File: config.mk
export PLATFORM = sky130hd
export DESIGN_NAME = aes_block_loader
export DESIGN_NICKNAME = d
export VERILOG_FILES = /design/src/rtl/aes_block_loader_pkg.sv /design/src/rtl/aes_valid_delay.sv /design/src/rtl/aes_block_loader.sv
export SDC_FILE = /design/constraint.sdc
export NUM_CORES = 1
export LEC_CHECK = 0
export ABC_CLOCK_PERIOD_IN_PS = 3500
export CELL_PAD_IN_SITES_DETAIL_PLACEMENT = 1
export CELL_PAD_IN_SITES_GLOBAL_PLACEMENT = 1
export CORE_MARGIN = 3
export CORE_UTILIZATION = 42
export DETAILED_ROUTE_END_ITERATION = 6
export GPL_ROUTABILITY_DRIVEN = 1
export PLACE_DENSITY = 0.8
export REMOVE_ABC_BUFFERS = 1
export SYNTH_ARGS = -nofsm -noshare
export SYNTH_HDL_FRONTEND = slang
export SYNTH_SLANG_ARGS = --single-unit
File: constraint.sdc
create_clock -name clock -period 3.5 [get_ports clock]
set_input_delay 0.875 -clock clock [delete_from_list [all_inputs] [get_ports clock]]
set_output_delay 0.875 -clock clock [all_outputs]
set_load 0.01 [all_outputs]
File: src/rtl/aes_block_loader_pkg.sv
// Shared definitions for the AES-128 block loader.
//   AES_BLOCK_W  : width of one AES block / key
//   AES_BYTES    : bytes per block
//   AES_PIPE_LAT : default latency of the 10-round pipelined encryption core
//   load_state_t : loader FSM states
package aes_block_loader_pkg;

  localparam int unsigned AES_BLOCK_W  = 128;
  localparam int unsigned AES_BYTES    = 16;
  localparam int unsigned AES_PIPE_LAT = 10;

  typedef enum logic [1:0] {
    IDLE,
    LOAD_KEY,
    LOAD_PT,
    ISSUE
  } load_state_t;

endpackage

File: src/rtl/aes_valid_delay.sv
// PIPE_LAT-deep 1-bit shift register tracking blocks in flight through the core.
//   clock : system clock
//   reset : synchronous active-high reset, drops every in-flight bit
//   din   : issue strobe in
//   dout  : din delayed by exactly PIPE_LAT cycles
module aes_valid_delay #(
  parameter int unsigned PIPE_LAT = 10
) (
  input  logic clock,
  input  logic reset,
  input  logic din,
  output logic dout
);

  logic [PIPE_LAT-1:0] sr_q;

  always_ff @(posedge clock) begin
    if (reset) begin
      sr_q <= '0;
    end else begin
      sr_q[0] <= din;
      for (int unsigned i = 1; i < PIPE_LAT; i++) begin
        sr_q[i] <= sr_q[i-1];
      end
    end
  end

  assign dout = sr_q[PIPE_LAT-1];

endmodule

File: src/rtl/aes_block_loader.sv
// Byte-serial feeder for the pipelined AES-128 encryption core.
//   clock        : system clock, all state on posedge
//   reset        : synchronous active-high reset
//   in_data      : input byte, byte 0 of a group lands in bits [127:120]
//   in_valid     : in_data valid
//   in_is_key    : group type, sampled on byte 0 of a group only
//   in_ready     : loader accepts a byte this cycle
//   plain_text   : last complete plaintext block
//   c_key        : last complete key
//   key_loaded   : a complete key has been loaded since reset
//   issue        : one-cycle strobe, plain_text/c_key form a new block
//   cipher_valid : issue delayed by PIPE_LAT, qualifies the core's dataout
module aes_block_loader
  import aes_block_loader_pkg::*;
#(
  parameter int unsigned PIPE_LAT = AES_PIPE_LAT
) (
  input  logic                   clock,
  input  logic                   reset,
  input  logic [7:0]             in_data,
  input  logic                   in_valid,
  input  logic                   in_is_key,
  output logic                   in_ready,
  output logic [AES_BLOCK_W-1:0] plain_text,
  output logic [AES_BLOCK_W-1:0] c_key,
  output logic                   key_loaded,
  output logic                   issue,
  output logic                   cipher_valid
);

  load_state_t            state_q, state_d;
  logic [3:0]             cnt_q;
  logic                   alive_q;
  logic [AES_BLOCK_W-1:0] key_shd_q, pt_shd_q;
  logic                   take, last_byte, to_key;

  always_ff @(posedge clock) begin
    if (reset) state_q <= IDLE;
    else       state_q <= state_d;
  end

  // alive_q keeps in_ready low for the first cycle after reset drops.
  always_comb begin
    state_d   = state_q;
    issue     = 1'b0;
    to_key    = 1'b0;
    in_ready  = alive_q && (state_q != ISSUE);
    take      = in_valid && in_ready;
    last_byte = take && (state_q != IDLE) && (cnt_q == 4'(AES_BYTES - 1));
    case (state_q)
      IDLE: begin
        // Until a key exists, any group is absorbed as key.
        to_key = in_is_key || !key_loaded;
        if (take) state_d = to_key ? LOAD_KEY : LOAD_PT;
      end
      LOAD_KEY: begin
        to_key = 1'b1;
        if (last_byte) state_d = IDLE;
      end
      LOAD_PT: begin
        if (last_byte) state_d = ISSUE;
      end
      ISSUE: begin
        issue   = 1'b1;
        state_d = IDLE;
      end
      default: state_d = IDLE;
    endcase
  end

  always_ff @(posedge clock) begin
    if (reset) begin
      alive_q    <= 1'b0;
      cnt_q      <= '0;
      key_shd_q  <= '0;
      pt_shd_q   <= '0;
      c_key      <= '0;
      plain_text <= '0;
      key_loaded <= 1'b0;
    end else begin
      alive_q <= 1'b1;
      if (take) begin
        cnt_q <= cnt_q + 4'd1;
        if (to_key) key_shd_q <= {key_shd_q[AES_BLOCK_W-9:0], in_data};
        else        pt_shd_q  <= {pt_shd_q[AES_BLOCK_W-9:0], in_data};
        if (last_byte) begin
          if (to_key) begin
            c_key      <= {key_shd_q[AES_BLOCK_W-9:0], in_data};
            key_loaded <= 1'b1;
          end else begin
            plain_text <= {pt_shd_q[AES_BLOCK_W-9:0], in_data};
          end
        end
      end
    end
  end

  aes_valid_delay #(
    .PIPE_LAT(PIPE_LAT)
  ) u_valid_delay (
    .clock(clock),
    .reset(reset),
    .din  (issue),
    .dout (cipher_valid)
  );

endmodule

* Yosys cells after proc, flatten, opt, wreduce, memory -nomap -nowiden *
Cells that the tools add are included.

word-level totals
  memories = 0
  bits in latches = 0
  RAM bits = 0
  bits of input ports = 12
  ROM bits = 0
  register bits after elaboration = 514

operators by class
  $add $sub $neg = 1
  shifts and indexed selects = 0
  reduce and logical (&&, ||, !) cells = 13
  equality and inequality tests = 8
  bitwise gates (word level) = 1
  multiplexer cells = 8
  divide/modulo/power cells = 0
  $mul = 0
  magnitude comparators = 0

operator list
  kind                                                                    count
  3-bit AND reduction                                                     3
  2-bit 2-to-1 mux                                                        4
  2-bit != test (second input constant)                                   4
  2-bit case mux with 4 select lines                                      1
  4-bit by 1-bit adder with 4-bit output (second input constant)          1
  2-bit equality test (second input constant)                             2
  4-bit equality test (second input constant)                             1
  1-bit logical AND                                                       4
  2-bit AND reduction                                                     2
  2-bit by 1-bit equality test with 1-bit output (second input constant)  1
  2-bit logical NOT                                                       1
  1-bit 2-to-1 mux                                                        2
  1-bit case mux with 2 select lines                                      1
  2-bit nonzero test                                                      1
  1-bit logical NOT                                                       1
  1-bit logical OR                                                        1
  1-bit NOT                                                               1

* Depth between registers and ports, before layout *
  word-level depth = 7
  mapped depth = 7
  gate-level depth less buffers = 5

* Modules after synthesis *
Synthesis repeated with hierarchy kept, for this count alone.

second synthesis, totals
  cells, all modules = 2220
  area total of the unflattened synthesis = 17688.2 µm²

modules (own cells, without submodules)
  module            area each (µm²)  times used  seq. area each (µm²)  cells each
  aes_block_loader  17425.5          1           10089.7               2200
  aes_valid_delay   262.8            1           200.2                 20

* Worst setup path before layout *
Ideal clock, no wire load.

  path kind = in2reg
  from = in in_valid
  to = reg key_shd_q[100]
  stages on the path = 6
  required time = 3.368 ns
  path buffers = 2
  slack = 1.599 ns
  arrival time = 1.769 ns
  cell sequence = nand2_1 -> or3_1 -> buf_2 -> buf_2 -> nand2_1 -> a21oi_1

between the ends
  cells in the longest elaborated chain, start to end = 2

RTL lines
  item                           RTL line                RTL
  from (decl)                    aes_block_loader.sv:21  input logic in_valid,
  1-bit logical AND              aes_block_loader.sv:48  take = in_valid && in_ready;
  2-bit AND reduction (no line)  -
  to (signal assigned)           aes_block_loader.sv:84  if (to_key) key_shd_q <= {key_shd_q[AES_BLOCK_W-9:0], in_data};
  to (decl)                      aes_block_loader.sv:34  logic [AES_BLOCK_W-1:0] key_shd_q, pt_shd_q;

No other way between the ends.
A chain may end at the register's enable or synchronous reset.

* Worst setup path after layout *
  from = reg state_q[1]
  to = out in_ready

between the ends
  cells in the longest elaborated chain, start to end = 2

RTL lines
  item                    RTL line                RTL
  from (decl)             aes_block_loader.sv:31  load_state_t state_q, state_d;
  from (signal assigned)  aes_block_loader.sv:39  else state_q <= state_d;
  2-bit != test           aes_block_loader.sv:47  in_ready = alive_q && (state_q != ISSUE);
  1-bit logical AND       aes_block_loader.sv:47
  to (decl)               aes_block_loader.sv:23  output logic in_ready,

No other way between the ends.

==> impl.org <==
** Die
- For this design the top-level I/O count stands at about 270.
- In this run the vertical extent of the chip is between 200 and 250 um.
- Floorplan die area :: between 40000 and 50000 um2
- Once the floorplan was initialized, standard cells occupied a little over two fifths of the core.
- The floorplan step set the die width to 211.4 um.
- In this run the standard cell core region covers between 40000 and 50000 um2.
- The floorplan has 74 rows.

** STA
- Number of hold-slack violations in the final timing report :: 0
- Unrepaired setup endpoints after global routing :: false
- The routed design could run at a clock period as short as 3.091 ns.
- Measured slew at the worst slew-check pin :: around 0.66 ns
- Fin Hold WS :: about 0.45 ns
- Timing would allow up to roughly 320 MHz.
- Setup slack closes at between 0.4 and 0.5 ns.
- Slew HR :: roughly 56%
- Setup skew after layout :: between 0.015 and 0.02 ns
- Pins Over Slew Limit :: 0
- Setup-failing EPs final :: 0
- The worst path uses between 80% and 90% of the clock period.

** Critical path
- Worst Path Class, Setup :: reg -> out
- The worst setup path is captured at a primary output.
- Startpoint types :: register
- Max incr delay on CP :: roughly 0.6 ns
- On the critical path the largest part of the delay comes from flip-flops.
- The signal on the critical path passes through nand2_1, and2_1, clkdlybuf4s50_1.
- Data arrival time at the worst-slack endpoint :: approximately 2.2 ns
- On the critical path, the stage with the largest delay is an instance of dfxtp_1.
- In this run the worst path has a maximum fanout of 10.
- STA puts the critical path data required time at 2.62 ns.
- Counting both buffers and inverters, the worst setup path holds a total of 1.

** Clocking
- Post-CTS Resized :: 0
- Buffer depth of the longest clock path :: 3
- Number of clock buffers inserted by TritonCTS :: 52
- The clock tree synthesis step divided the H-tree into 2 levels.
- Clock tree root driver cell :: clkbuf_16
- Clock input transition at the sequential cells of the worst setup and hold paths :: ~0.06 ns
- TritonCTS built the clock tree.
- Number of sinks driven by the clock tree :: slightly above 500
- For this design, the CTS-stage hold fixing added 0 buffers.
- Skew-Pair Late Insertion Delay :: ~0.57 ns
- Post-CTS Setup Inserts :: 0

** Yosys
- The cell area that synthesis handed to floorplanning was 17730 um2.
- Most frequently used cell type in the post-synthesis netlist :: nand2_1
- In the post-synthesis netlist, the biggest area contributors are dfxtp_1 58%, nand2_1 21%, a21oi_1 14%, buf_2 2.1%, buf_6 1.4%.
- Share of the synthesized area in the top cell type :: between 50% and 60%
- The synthesized design spends more area on one cell type than any other, namely dfxtp_1.
- For this run, the leading register cell type out of synthesis is dfxtp_1.
- In this run the mean area of a mapped cell was between 7 and 8 um2.
- Post-synth top cells :: 997 x nand2_1, 514 x dfxtp_1, 498 x a21oi_1, 76 x buf_2, 62 x clkbuf_1
- Total of flip-flops plus latches after synthesis :: between 500 and 600
- Counting flops with an async set or reset pin after synthesis yields a share of 0%.
- In this run, synthesis inferred 0 flip-flops with an integrated enable.
- Synthesis produced a netlist whose cell count is 2221.
- Sequential element share of the synthesized area :: about three fifths
- During synthesis, Yosys emitted a total of 0 warnings.
- The number of different library cells used by synthesis comes to 27.

** GRT
- Vias in the first global route :: 15336
- The number of antenna violations at the first check in global routing was 0.
- Largest net degree at the start of global routing :: between 100 and 150
- Global-route track usage on met3 :: just under 4%
- Overall track demand over capacity in global routing :: a little over a fifth
- Summed over all layers, the global routing overflow is 0.
- First-pass GRT wire length :: about 78000 um
- Met2 usage in global routing :: ~38%
- The global routing stage identified its most utilized layer as met2.
- Routing usage on met1 :: between 20 and 30%

** Min path
- Hold crit path type :: reg -> reg

** Routing
- Once detail routing completed, the nets flagged for antenna violations numbered 0.
- The first TritonRoute pass finished after 4 iterations.
- The routed layout has roughly 15000 vias.
- The final layout contains routed wiring with a total length of roughly 48000 um.
- Detailed Route Iter0 Violations :: around 860
- Average wire length per cell after detail routing :: around 16 um
- After detailed routing, the number of remaining DRC violations is 0.
- Via density per instance :: 5.044

** Finish
- The layout has 4908 filler cells.
- Area Growth Syn to Fin :: 26.55%
- N_diodes :: 0
- The net count of the finished layout is between 2000 and 2500.
- The finished cells cover between 20000 and 25000 um2.
- The post-route netlist has under 10% of its cells at a drive strength greater than 1.
- Cells fill a little over half of the core in the end.

** Power and ir drop
- The analysis attributes to cell leakage a power of just over 7 nW.
- IR drop worst, VDD :: 0.4074 mV
- Power per unit of standard cell area :: between 500 and 600 nW/um2
- Final Power :: between 0.01 and 0.015 W

** Outcome
- Result of the run :: completed

** Placed design
- At the placement stage, the worst setup path has a slack of around 0.63 ns.
- Placed inst area :: approximately 21000 um2
- Final RePlAce weighted congestion :: around 0.75
- The count of buffers added on input and output ports is 271.
- Once detailed placement completed, the half-perimeter wirelength came to slightly above 30000 um.

** Job
- Max-cap violations in this run came to 0.
==> worst paths after layout <==
path,slack (ns),cells past startpoint,end,start
setup / recovery,0.41,3,in_ready,state_q[1]
hold / removal,0.45,1,u_valid_delay.sr_q[3],u_valid_delay.sr_q[2]
setup reg to reg,1.39,6,plain_text[116],cnt_q[0]
hold reg to reg,0.45,1,u_valid_delay.sr_q[3],u_valid_delay.sr_q[2]
==> layer usage <==
layer  share of wire (%)  vias to the layer above
li1                    -                     7468
met1                  43                     7288
met2                  51                      212
met3                 4.2                       57
met4                 1.8                        0
met5                   0                        -
==> cell families (layout without fill, tap and decap cells) <==
logic type      after synthesis  in the layout  share of synthesized area (%)
fa+ha+maj                     1              1                        0.07057
compound gates              502            502                          14.22
buf+inv                     169            395                          5.181
simple gates               1032           1032                          22.34
flops                       514            514                          58.05
xor+xnor                      3              3                         0.1482
==> power breakdown <==
group          internal, W  leakage [nW]  switching, W
Clock              0.00344         0.877       0.00226
Sequential         0.00586          4.14    0.00000880
Combinational    0.0000459          2.19      0.000163
==> state kept, by name, indices dropped and copies added (netlist names) <==
signal              count
key_loaded              1
state_q                 2
alive_q                 1
cnt_q                   4
key_shd_q             120
pt_shd_q              120
c_key                 128
u_valid_delay.sr_q     10
plain_text            128
==> cell type report <==
type | instances | area, um2 | share of cell area, %
sequential | 514 | 10290 | 45.87
multi-input combinational | 1538 | 6571 | 29.29
timing repair buffer | 299 | 3128 | 13.94
clock buffer | 78 | 1560 | 6.955
tap | 532 | 665.6 | 2.967
clock inverter | 16 | 211.5 | 0.9426
inverter | 2 | 7.507 | 0.03346
==> placed cells by master, fill, tap and decap left out, types with 2 or more instances in the layout <==
master           netlist  routed
clkinv_2               0       9
a21oi_1              498     498
nor2b_1               11      11
clkbuf_8               0      14
inv_1                  2       2
clkdlybuf4s50_1        0     270
dfxtp_1              514     514
nor2_1                 7       7
bufinv_16              0       5
buf_4                  6      12
nand2_1              997     997
xor2_1                 3       3
clkbuf_16              0      53
and2_1                 2       2
and3_1                 3       2
nand3_1                5       4
clkbuf_1              62      11
buf_12                 0      16
==> per-stage QoR <==
stage / instances / setup TNS (ns)
6_report: 2979 / 0
3_3_place_gp: 2885 / 0
3_5_place_dp: 2885 / 0
2_1_floorplan: 2054 / -571.99
4_1_cts: 2979 / 0
5_1_grt: 2979 / 0
No activity file was read; power rests on OpenSTA's default activity.
